**config.mk**
```make
export PLATFORM = sky130hd
export DESIGN_NAME = shiftregister_deserializer_right_flat
export DESIGN_NICKNAME = d
export VERILOG_FILES = /design/src/rtl/shiftregister_deserializer_right_if.sv /design/src/rtl/shiftregister_deserializer_right.sv /design/src/flat_wrapper.sv
export SDC_FILE = /design/constraint.sdc
export NUM_CORES = 1
export LEC_CHECK = 0
export BUFFER_PORTS_ARGS = -buffer_cell sky130_fd_sc_hd__buf_2
export CAP_MARGIN = 40
export CORE_MARGIN = 2
export CORE_UTILIZATION = 25
export DETAILED_ROUTE_END_ITERATION = 8
export PLACE_DENSITY = 0.43
export SLEW_MARGIN = 5
export SYNTH_ARGS = -nofsm -noshare
export SYNTH_HDL_FRONTEND = slang
export SYNTH_SLANG_ARGS = --single-unit
```
**constraint.sdc**
```tcl
create_clock -name clockpulse -period 1.5 [get_ports clockpulse]
set_input_delay 0.225 -clock clockpulse [delete_from_list [all_inputs] [get_ports clockpulse]]
set_output_delay 0.225 -clock clockpulse [all_outputs]
set_load 0.03 [all_outputs]
```
**src/rtl/shiftregister_deserializer_right_if.sv**
```systemverilog
// Bus bundle for the right-shift serial receiver: frame control and serial
// data in, reassembled word plus status out.
interface shiftregister_deserializer_right_if #(
   parameter int WIDTH = 5
);
   logic             start;
   logic             shift_enable;
   logic             serial_in;
   logic [WIDTH-1:0] data_out;
   logic             data_valid;
   logic             busy;
   logic             frame_error;
   logic [2:0]       bit_count;

   // Side that drives the serial stream (transmitter / testbench)
   modport master (
      output start, shift_enable, serial_in,
      input  data_out, data_valid, busy, frame_error, bit_count
   );

   // Receiver side
   modport slave (
      input  start, shift_enable, serial_in,
      output data_out, data_valid, busy, frame_error, bit_count
   );
endinterface

```
**src/rtl/shiftregister_deserializer_right.sv**
```systemverilog
// Serial-in/parallel-out receiver for a right-shifting link. Bits arrive
// LSB first and are shifted in at the MSB, so after WIDTH accepted bits the
// first bit sits in bit 0. A restart during a frame flags frame_error.
module shiftregister_deserializer_right #(
   parameter int WIDTH = 5
) (
   input logic                             clockpulse,
   input logic                             clear,
   shiftregister_deserializer_right_if.slave bus
);

   typedef enum logic {
      S_IDLE,
      S_RECEIVE
   } state_t;

   state_t           r_state;
   logic [WIDTH-1:0] r_sr;
   logic [WIDTH-1:0] r_data_out;
   logic [2:0]       r_bit_count;
   logic             r_data_valid;
   logic             r_busy;
   logic             r_frame_error;

   logic [WIDTH-1:0] w_sr_next;
   logic             w_last_bit;

   assign w_sr_next  = {bus.serial_in, r_sr[WIDTH-1:1]};
   assign w_last_bit = (r_bit_count == 3'(WIDTH - 1));

   // Frame FSM with registered outputs; abort has priority over completion
   always_ff @(posedge clockpulse) begin
      if (!clear) begin
         r_state       <= S_IDLE;
         r_sr          <= '0;
         r_data_out    <= '0;
         r_bit_count   <= '0;
         r_data_valid  <= 1'b0;
         r_busy        <= 1'b0;
         r_frame_error <= 1'b0;
      end else begin
         r_data_valid  <= 1'b0;
         r_frame_error <= 1'b0;
         case (r_state)
            S_IDLE: begin
               if (bus.start) begin
                  r_state     <= S_RECEIVE;
                  r_sr        <= '0;
                  r_bit_count <= '0;
                  r_busy      <= 1'b1;
               end
            end
            S_RECEIVE: begin
               if (bus.start) begin
                  r_frame_error <= 1'b1;
                  r_sr          <= '0;
                  r_bit_count   <= '0;
               end else if (bus.shift_enable) begin
                  r_sr <= w_sr_next;
                  if (w_last_bit) begin
                     r_data_out   <= w_sr_next;
                     r_data_valid <= 1'b1;
                     r_bit_count  <= '0;
                     r_busy       <= 1'b0;
                     r_state      <= S_IDLE;
                  end else begin
                     r_bit_count <= r_bit_count + 3'd1;
                  end
               end
            end
            default: begin
               r_state <= S_IDLE;
               r_busy  <= 1'b0;
            end
         endcase
      end
   end

   assign bus.data_out    = r_data_out;
   assign bus.data_valid  = r_data_valid;
   assign bus.busy        = r_busy;
   assign bus.frame_error = r_frame_error;
   assign bus.bit_count   = r_bit_count;

endmodule

```
**src/flat_wrapper.sv**
```systemverilog
// flat-port wrapper written by rule: the top's interface ports become plain ports
module shiftregister_deserializer_right_flat 
#(
   parameter int WIDTH = 5
)
  (clockpulse, clear, bus_start, bus_shift_enable, bus_serial_in, bus_data_out, bus_data_valid, bus_busy, bus_frame_error, bus_bit_count);
  shiftregister_deserializer_right_if #(.WIDTH(WIDTH)) bus_i ();
  input logic clockpulse;
  input logic clear;
  input wire logic [$bits(bus_i.start)-1:0] bus_start;
  input wire logic [$bits(bus_i.shift_enable)-1:0] bus_shift_enable;
  input wire logic [$bits(bus_i.serial_in)-1:0] bus_serial_in;
  output wire logic [$bits(bus_i.data_out)-1:0] bus_data_out;
  output wire logic [$bits(bus_i.data_valid)-1:0] bus_data_valid;
  output wire logic [$bits(bus_i.busy)-1:0] bus_busy;
  output wire logic [$bits(bus_i.frame_error)-1:0] bus_frame_error;
  output wire logic [$bits(bus_i.bit_count)-1:0] bus_bit_count;
  assign bus_i.start = bus_start;
  assign bus_i.shift_enable = bus_shift_enable;
  assign bus_i.serial_in = bus_serial_in;
  assign bus_data_out = bus_i.data_out;
  assign bus_data_valid = bus_i.data_valid;
  assign bus_busy = bus_i.busy;
  assign bus_frame_error = bus_i.frame_error;
  assign bus_bit_count = bus_i.bit_count;
  shiftregister_deserializer_right #(.WIDTH(WIDTH)) u_core (.clockpulse(clockpulse), .clear(clear), .bus(bus_i));
endmodule
```
Word level (Yosys, flattened, before mapping) --
Cells that the tools add are included.
Storage, ports and cells: flip-flop bits (word level) 17, latch bits 0, memory bits (writable) 0, memory bits (read-only) 0, output and inout port bits 11, logic and storage cells 43, memories 0
Cells by class: add/sub/neg operators 1, multipliers 0, div/mod/pow operators 0, order comparisons 0, eq/ne operators 6, shift operators 0, multiplexer cells 20, bitwise logic cells 4, reductions and logical operators 5
Operators with widths (count):
- two-way mux 5 bit | 3
- two-way mux 3 bit | 4
- case mux 5 bit (2 select lines) | 1
- two-way mux 1 bit | 9
- inequality test 2 bit, second input constant | 4
- AND reduction 4 bit | 2
- case mux 3 bit (2 select lines) | 1
- inverter 1 bit | 4
- case mux 1 bit (2 select lines) | 2
- AND reduction 2 bit | 2
- OR reduction 4 bit | 1
- adder 3 x 1 -> 3 bit, second input constant | 1
- == test 3 bit, second input constant | 1
- inequality test 3 bit, second input constant | 1

Depth between registers and ports, before layout --
Gate-level depths: netlist of run 1.
depth in word-level cells 5, depth in mapped cells 6

Worst setup path before layout of run 1 --
No wires, ideal clock.
path kind register -> register, from register u_core.r_bit_count[0], in the netlist u_core.bus.bit_count[0], to register u_core.r_data_out[1], in the netlist u_core.bus.data_out[1], setup time 117 ps, arrival time 1534 ps, path slack -151 ps, stages on the path, launching flop included 7, path buffers 1, cell sequence dfxtp_1 > inv_1 > ha_1 > nand2_1 > or3_1 > buf_2 > a32o_1
Between the ends: cells in the longest elaborated chain, start to end 2
RTL lines:
- from (decl) | RTL line shiftregister_deserializer_right.sv:20 | logic [2:0] r_bit_count;
- from (signal assigned) | RTL line shiftregister_deserializer_right.sv:67 | r_bit_count <= r_bit_count + 3'd1;
- == test 3 bit | RTL line shiftregister_deserializer_right.sv:29 | assign w_last_bit = (r_bit_count == 3'(WIDTH - 1));
- AND reduction 4 bit (no source line)
- to (signal assigned) | RTL line shiftregister_deserializer_right.sv:61 | r_data_out <= w_sr_next;
- to (decl) | RTL line shiftregister_deserializer_right.sv:19 | logic [WIDTH-1:0] r_data_out;
No other way between the ends. A chain may end at the register's enable or synchronous reset.

Worst setup path after layout of run 1 --
from register u_core.r_bit_count[1], in the netlist u_core.bus.bit_count[1], to register u_core.r_data_out[2], in the netlist u_core.bus.data_out[2]
The elaborated chain is that of the path after synthesis.

==> results of run 1 <==
==> what timing repair did <==
item | CTS | global route
setup endpoints to repair | 2 | 0
resized for setup | 1 | 0
hold buffers | 0 | 0
==> state kept, by name, summed over array words and instances (netlist names) <==
register / count
u_core.bus.busy: 1
u_core.bus.frame_error: 1
u_core.bus.data_valid: 1
u_core.r_sr: 4
u_core.r_state: 1
u_core.bus.bit_count: 3
u_core.bus.data_out: 5
==> metrics by stage <==
stage	std cells	worst slack, ns	utilization	setup TNS (ns)	area (µm²)
3_5_place_dp	107	0.01928	0.3350	0	748.2
6_report	111	0.07582	0.3535	0	789.5
3_3_place_gp	107	0.02498	0.3350	0	748.2
2_1_floorplan	64	-0.002914	-	-0.01457	631.9
5_1_grt	111	0.0004939	0.3535	0	789.5
4_1_cts	111	0.06915	0.3535	0	789.5
==> worst reg2reg max path, stage by stage (launching register included) <==
cell	delay (ns)
sky130_fd_sc_hd__dfxtp_4	0.36
sky130_fd_sc_hd__inv_2	0.06
sky130_fd_sc_hd__ha_4	0.14
sky130_fd_sc_hd__nand2_4	0.06
sky130_fd_sc_hd__or3_4	0.42
sky130_fd_sc_hd__a32o_1	0.27
==> placed cells by master, fill, tap and decap left out, types with 2 or more instances in the layout <==
cell type,netlist,layout
sky130_fd_sc_hd__a21oi_1,8,8
sky130_fd_sc_hd__a32o_1,5,5
sky130_fd_sc_hd__buf_2,2,15
sky130_fd_sc_hd__buf_4,0,4
sky130_fd_sc_hd__clkbuf_4,0,3
sky130_fd_sc_hd__dfxtp_1,16,13
sky130_fd_sc_hd__dfxtp_4,0,2
sky130_fd_sc_hd__inv_2,0,2
sky130_fd_sc_hd__nand2_1,12,11
sky130_fd_sc_hd__nand3_1,3,3
sky130_fd_sc_hd__nor2_1,2,2
==> metal layers <==
layer / GRT usage / up-vias
met1: 0.1136 / 232
met3: 0.06215 / 2
li1: - / 257
met4: 0.05128 / 0
met2: 0.1646 / 13
met5: 0 / -
==> power groups by stage <==
| stage | registers (mW) | clock network (mW) | logic, mW |
|---|---|---|---|
| 2_1_floorplan | 0.452 | 0 | 0.0257 |
| 3_3_place_gp | 0.443 | 0 | 0.0574 |
| 3_5_place_dp | 0.443 | 0 | 0.0564 |
| 4_1_cts | 0.433 | 0.306 | 0.0569 |
| 5_1_grt | 0.435 | 0.330 | 0.0618 |
| 6_report | 0.433 | 0.288 | 0.0563 |
==> cell type report <==
cell class	count	share of cell area
multi-input cells	42	0.3502
well taps	28	0.04437
repair buffers	19	0.1331
flip-flops and latches	16	0.4168
clock buffers	4	0.04596
inverters	2	0.009509
==> final timing paths <==
check | from | to | slack [ns]
min | bus_serial_in | u_core.bus.data_out[4]$_SDFFE_PN0P_ | 0.17
max reg2reg | u_core.bus.bit_count[1]$_SDFFE_PN0P_ | u_core.bus.data_out[2]$_SDFFE_PN0P_ | 0.08
max | u_core.bus.bit_count[1]$_SDFFE_PN0P_ | u_core.bus.data_out[2]$_SDFFE_PN0P_ | 0.08
min reg2reg | u_core.r_sr[1]$_SDFFE_PN0P_ | u_core.r_sr[1]$_SDFFE_PN0P_ | 0.46
==> cells by family after synthesis <==
logic type / share of synthesized area
compound gates: 0.1740
flops: 0.5367
buf+inv: 0.04194
fa+ha+maj: 0.04192
simple gates: 0.2055
==> results.txt, run 1 <==
----------------------------------------------------
[Outcome]
  Status ... finished clean

[Power and ir drop]
  P_leak ... 0.3236 nW
  Clock share of power ... 0.371
  Power dissipated by switching net loads ... 0.1794 mW
  PnR Total Power ... between 0.7 and 0.8 mW
  Pwr dens ... 984.3 nW/µm²
  Internal power contribution ... approximately 0.60 mW
  Part of the power in registers ... 0.557
  Power share of the combinational group ... 0.072
  Worst voltage drop across the vdd grid ... 509.8 µV
  Sw frac ... 0.2308

[Timing]
  Pins over their slew limit ... 0
  Peak Freq ... 702.2 MHz
  Hold_ws ... 0.1718 ns
  Unrepaired setup endpoints after global routing ... no
  Final worst-path cycle share ... 0.9495
  Count of final setup violators ... 0
  Worst Tran Pin Value ... ~0.37 ns
  Time the worst path needs with I/O delays and setup ... 1.424 ns
  Post-route clock skew ... 0.006230 ns
  Number of hold-slack violations in the final timing report ... 0
  Max-Slew Margin vs Limit ... 0.7497

[Logic synthesis]
  EDFF count, synth ... 0
  Number of distinct standard cells referenced by the synthesized netlist ... 20
  YS warnings ... 0
  Sequential area share after synthesis ... 0.5367
  Main synth FF type ... sky130_fd_sc_hd__dfxtp_1
  Most repeated cell in the gate-level netlist after synthesis ... sky130_fd_sc_hd__dfxtp_1
  Most instantiated cells after synthesis ... 16 x sky130_fd_sc_hd__dfxtp_1, 12 x sky130_fd_sc_hd__nand2_1, 8 x sky130_fd_sc_hd__a21oi_1, 5 x sky130_fd_sc_hd__a32o_1, 3 x sky130_fd_sc_hd__nand3_1
  Post-synthesis instance total ... 64
  Async S/R FF share, synth ... 0
  Avg Inst Size Synth ... 9.325 µm²
  Most area-consuming cells after synthesis ... sky130_fd_sc_hd__dfxtp_1 54%, sky130_fd_sc_hd__a32o_1 8.4%, sky130_fd_sc_hd__nand2_1 7.5%, sky130_fd_sc_hd__a21oi_1 6.7%, sky130_fd_sc_hd__ha_1 4.2%
  Flops & latches, synth ... 16
  Synthesized netlist net count ... 71
  Post-synth top area share ... 0.5367
  Cell area after technology mapping ... 596.8 µm²
  Leading area contributor after synthesis ... sky130_fd_sc_hd__dfxtp_1

[Routing]
  Number of optimization iterations in the first detailed-route pass ... 1
  Wire length on met1 ... 554 µm
  Met3 wirelength from detailed routing ... 93 µm
  Average vias per placed instance ... around 4.5
  DRC violations left ... 0
  Post-route antenna net violation count ... 0
  Met2 Wirelength ... roughly 560 µm
  Number of design-rule violations left by the first detailed-router iteration ... 0
  Routed WL ... 1225 µm
  Overall via count from detail_route ... 504
  Average wire per standard cell ... 11.04 µm
  Uppermost layer routed ... met4

[Critical path]
  Register-to-Register Path Depth ... 5
  Crit end category ... flop
  Endpoint arrival time on the critical path ... 1.61 ns
  Largest driver fanout on the critical path ... 6
  Worst path depth ... 5
  Series of cell instances along the critical path ... inv_2 -> ha_4 -> nand2_4 -> or3_4 -> a32o_1
  WP data required ... 1.68 ns
  Kind of launch point of the worst setup path ... flop
  Buffers and inverters on the worst path ... 1
  Worst path top cell family by delay ... simple AND/OR/NAND/NOR gates
  Critical setup path kind ... flop to flop
  Cell with the largest stage delay on the worst path ... sky130_fd_sc_hd__or3_4
  Delay of the slowest cell on the worst path ... 0.42 ns

[Clock tree]
  Clock tree from TritonCTS ... done
  Inserted Clock Buffers ... 3
  Maximum buffer depth of the clock tree ... 2
  Root buf cell ... sky130_fd_sc_hd__clkbuf_4
  Deepest level of the CTS H-tree ... 1
  Num Clock Sinks ... 16
  Post-CTS Setup Bufs ... 0
  Clock transition at the registers of the reported paths ... 0.10 ns
  Clk Latency, worst-skew pair ... 0.29 ns

[Flow run]
  Max-cap violations ... 0

[Global routing]
  Wire length of the first global-routing pass ... 2035 µm
  Via count of the first global-routing pass ... 468
  Antenna violations before repair ... 0
  Overall Global Routing Usage ... 0.1059
  Pin count of the biggest net entering global routing ... 11
  Overflow left after global routing ... 0

[Finish]
  Antenna cells ... 0
  Number of nets in the layout ... 91
  Layout cell share with drive strength beyond 1 ... 0.4096
  Storage cell area ... 329.1 µm²
  Area added between synthesis and finish ... 32.29%
  Filler instances ... 243
  Footprint of the multi-input gates ... between 200 and 300 µm²

[Hold path]
  Class of the worst hold path ... primary input to flop
  Worst hold path depth ... 2

[Floorplanning]
  Site Rows ... 17
  Horizontal extent of the die ... about 53 µm
  Die boundary height ... approximately 53 µm
  Initial standard-cell utilization of the core ... 0.2672
  I/O pin cnt ... 16
  Die Footprint ... 2794 µm²
  Placeable core region ... approximately 2200 µm²

[Placed design]
  Count of port buffers added during placement ... 15
  HPWL after DPL ... 888.7 µm
  Gp weighted congestion ... 0.6544

----------------------------------------------------
(Power assumes the default switching activity.)
==> run 2: changes to the inputs <==
Settings changed: CORE_ASPECT_RATIO set to 0.6, CORE_MARGIN 2 to 3.
==> run 2 against run 1 <==
Compared with the run above: sequential power is essentially flat; clock-buffer cell count is the same; first-iteration DRC count grew 13; critical path depth is the same; final cell count grew 1.8%; fmax shrank 0.33%; core utilization grew 1.3 points; global-route usage shrank 1.2 points; sequential cell count is the same; highest routed layer unchanged; wire length grew 2.4%.
==> results.txt, run 2 (synthesized netlist as in run 1, its figures left out) <==
----------------------------------------------------
[Placed design]
  HPWL after DPL ... 932.6 µm (was 888.7 µm)
  Count of port buffers added during placement ... 15 (unchanged)
  Placed cell count ... 109 (was 107)
  Pre-CTS setup slack ... 0.01389 ns (was 0.01928 ns)
  Gp weighted congestion ... 0.6564 (was 0.6544)

[Clock tree]
  Maximum buffer depth of the clock tree ... 2 (unchanged)
  Num Clock Sinks ... 16 (unchanged)
  Deepest level of the CTS H-tree ... 1 (unchanged)
  Clk Latency, worst-skew pair ... 0.25 ns (was 0.29 ns)
  CTS hold repair buffers ... 0 (unchanged)
  Post-CTS Setup Bufs ... 0 (unchanged)
  Clock transition at the registers of the reported paths ... 0.07 ns (was 0.10 ns)
  Inserted Clock Buffers ... 3 (unchanged)
  Clock tree from TritonCTS ... done (unchanged)
  Root buf cell ... sky130_fd_sc_hd__clkbuf_8 (was sky130_fd_sc_hd__clkbuf_4)

[Critical path]
  FF-to-FF setup slack ... 0.07 ns (was 0.08 ns)
  Largest driver fanout on the critical path ... 6 (unchanged)
  Critical setup path kind ... flop to flop (unchanged)
  WP data required ... 1.64 ns (was 1.68 ns)
  Kind of launch point of the worst setup path ... flop (unchanged)
  Crit end category ... flop (unchanged)
  Endpoint arrival time on the critical path ... 1.57 ns (was 1.61 ns)

[Power and ir drop]
  Worst voltage drop across the vdd grid ... 422.7 µV (was 509.8 µV)
  P_leak ... 0.3313 nW (was 0.3236 nW)
  Pwr dens ... 1073 nW/µm² (was 984.3 nW/µm²)

[Timing]
  Pins over their slew limit ... 0 (unchanged)
  Number of hold-slack violations in the final timing report ... 0 (unchanged)
  Time the worst path needs with I/O delays and setup ... 1.429 ns (was 1.424 ns)
  Max-Slew Margin vs Limit ... 0.7483 (was 0.7497)
  Worst Slack Setup Final ... 0.07106 ns (was 0.07582 ns)
  Worst Tran Pin Value ... 0.3755 ns (was 0.3734 ns)
  Hold_ws ... 0.2098 ns (was 0.1718 ns)
  Final sum of negative setup slack ... 0 ns (unchanged)
  Final worst-path cycle share ... 0.9526 (was 0.9495)
  Count of final setup violators ... 0 (unchanged)
  Unrepaired setup endpoints after global routing ... no (unchanged)
  Peak Freq ... 699.8 MHz (was 702.2 MHz)
  Post-route clock skew ... 0.008361 ns (was 0.006230 ns)

[Global routing]
  Overflow left after global routing ... 0 (unchanged)
  Pin count of the biggest net entering global routing ... 11 (unchanged)
  Overall Global Routing Usage ... 0.09405 (was 0.1059)
  Antenna violations before repair ... 0 (unchanged)
  Wire length of the first global-routing pass ... 2187 µm (was 2035 µm)
  Via count of the first global-routing pass ... 476 (was 468)

[Routing]
  Post-route antenna net violation count ... 0 (unchanged)
  Overall via count from detail_route ... 495 (was 504)
  Number of design-rule violations left by the first detailed-router iteration ... 13 (was 0)
  Number of optimization iterations in the first detailed-route pass ... 2 (was 1)
  Average wire per standard cell ... 11.11 µm (was 11.04 µm)
  Average vias per placed instance ... 4.381 (was 4.541)
  Routed WL ... 1255 µm (was 1225 µm)
  DRC violations left ... 0 (unchanged)

[Finish]
  Commonest cells after routing, fill and taps aside ... 15 x sky130_fd_sc_hd__buf_2, 13 x sky130_fd_sc_hd__dfxtp_1, 11 x sky130_fd_sc_hd__nand2_1 (unchanged)
  Layout cell share with drive strength beyond 1 ... 0.4096 (unchanged)
  Final instance count without filler cells ... 113 (was 111)
  Max FFs per register ... 5 (unchanged)
  Antenna cells ... 0 (unchanged)
  Area added between synthesis and finish ... 35.85% (was 32.29%)
  Number of nets in the layout ... 91 (unchanged)
  Filler instances ... 249 (was 243)
  Commonest non-fill, non-tap cell in the layout ... sky130_fd_sc_hd__buf_2 (unchanged)

[Floorplanning]
  Horizontal extent of the die ... 69.08 µm (was 52.86 µm)
  I/O pin cnt ... 16 (unchanged)
  Die boundary height ... 43.85 µm (was 52.86 µm)
  Site Rows ... 13 (was 17)
  Die Footprint ... 3029 µm² (was 2794 µm²)
  Initial standard-cell utilization of the core ... 0.2698 (was 0.2672)
  Placeable core region ... 2212 µm² (was 2233 µm²)

[Outcome]
  Status ... finished clean (unchanged)

[Hold path]
  Class of the worst hold path ... primary input to flop (unchanged)

[Flow run]
  Max-cap violations ... 0 (unchanged)

----------------------------------------------------
==> run 2: cell types whose count changed in the layout (fill, tap and decap cells not counted) <==
cell / before / now
sky130_fd_sc_hd__clkbuf_4: 3 / 0
sky130_fd_sc_hd__clkbuf_8: 1 / 4
==> run 2: layout make-up <==
class | instances | area (µm²) | share of cell area
inverters | 2 | 7.507 | 0.009259
flip-flops and latches | 16 | 329.1 | 0.4059
multi-input cells | 42 | 276.5 | 0.3410
clock buffers | 4 | 55.05 | 0.06790
well taps | 30 | 37.54 | 0.04630
repair buffers | 19 | 105.1 | 0.1296
==> run 2: metrics by stage <==
stage | cell area, µm² | util | power, mW
CTS | 810.8 | 0.3665 | 0.8820
global placement | 750.7 | 0.3394 | 0.4994
floorplan | 631.9 | - | 0.4775
detailed placement | 750.7 | 0.3394 | 0.4988
global route | 810.8 | 0.3665 | 0.9189
finish | 810.8 | 0.3665 | 0.8696
==> run 2: routing by layer <==
layer | routed length (µm) | vias to the layer above | share of wire | global-route usage
met5 | 0 | - | 0 | 0
met2 | 470 | 13 | 0.37 | 0.1193
met1 | 678 | 219 | 0.54 | 0.1280
met4 | 11 | 0 | 0.0088 | 0.02335
li1 | - | 261 | - | -
met3 | 94 | 2 | 0.075 | 0.06250
==> run 2: report_power, final <==
part,internal [mW],switching [mW],total [mW]
combinational,0.0209,0.0349,0.0559
clock,0.233,0.148,0.380
sequential,0.429,0.00464,0.433
==> run 2: worst max-delay path: stages (launching register included) <==
cell	delay [ns]
sky130_fd_sc_hd__dfxtp_4	0.36
sky130_fd_sc_hd__inv_2	0.06
sky130_fd_sc_hd__ha_4	0.15
sky130_fd_sc_hd__nand2_4	0.05
sky130_fd_sc_hd__or3_4	0.42
sky130_fd_sc_hd__a32o_1	0.27
==> run 2: worst paths after layout <==
kind / end / cells past startpoint / startpoint
max: u_core.bus.data_out[3]$_SDFFE_PN0P_ / 5 / u_core.bus.bit_count[1]$_SDFFE_PN0P_
min: u_core.bus.data_out[4]$_SDFFE_PN0P_ / 2 / bus_serial_in
max reg2reg: u_core.bus.data_out[3]$_SDFFE_PN0P_ / 5 / u_core.bus.bit_count[1]$_SDFFE_PN0P_
min reg2reg: u_core.r_sr[1]$_SDFFE_PN0P_ / 2 / u_core.r_sr[1]$_SDFFE_PN0P_
==> run 2: what timing repair did <==
action,4_1_cts,5_1_grt
endpoints found under the setup margin,2,0
resized for setup,1,0
hold endpoints to repair,0,0
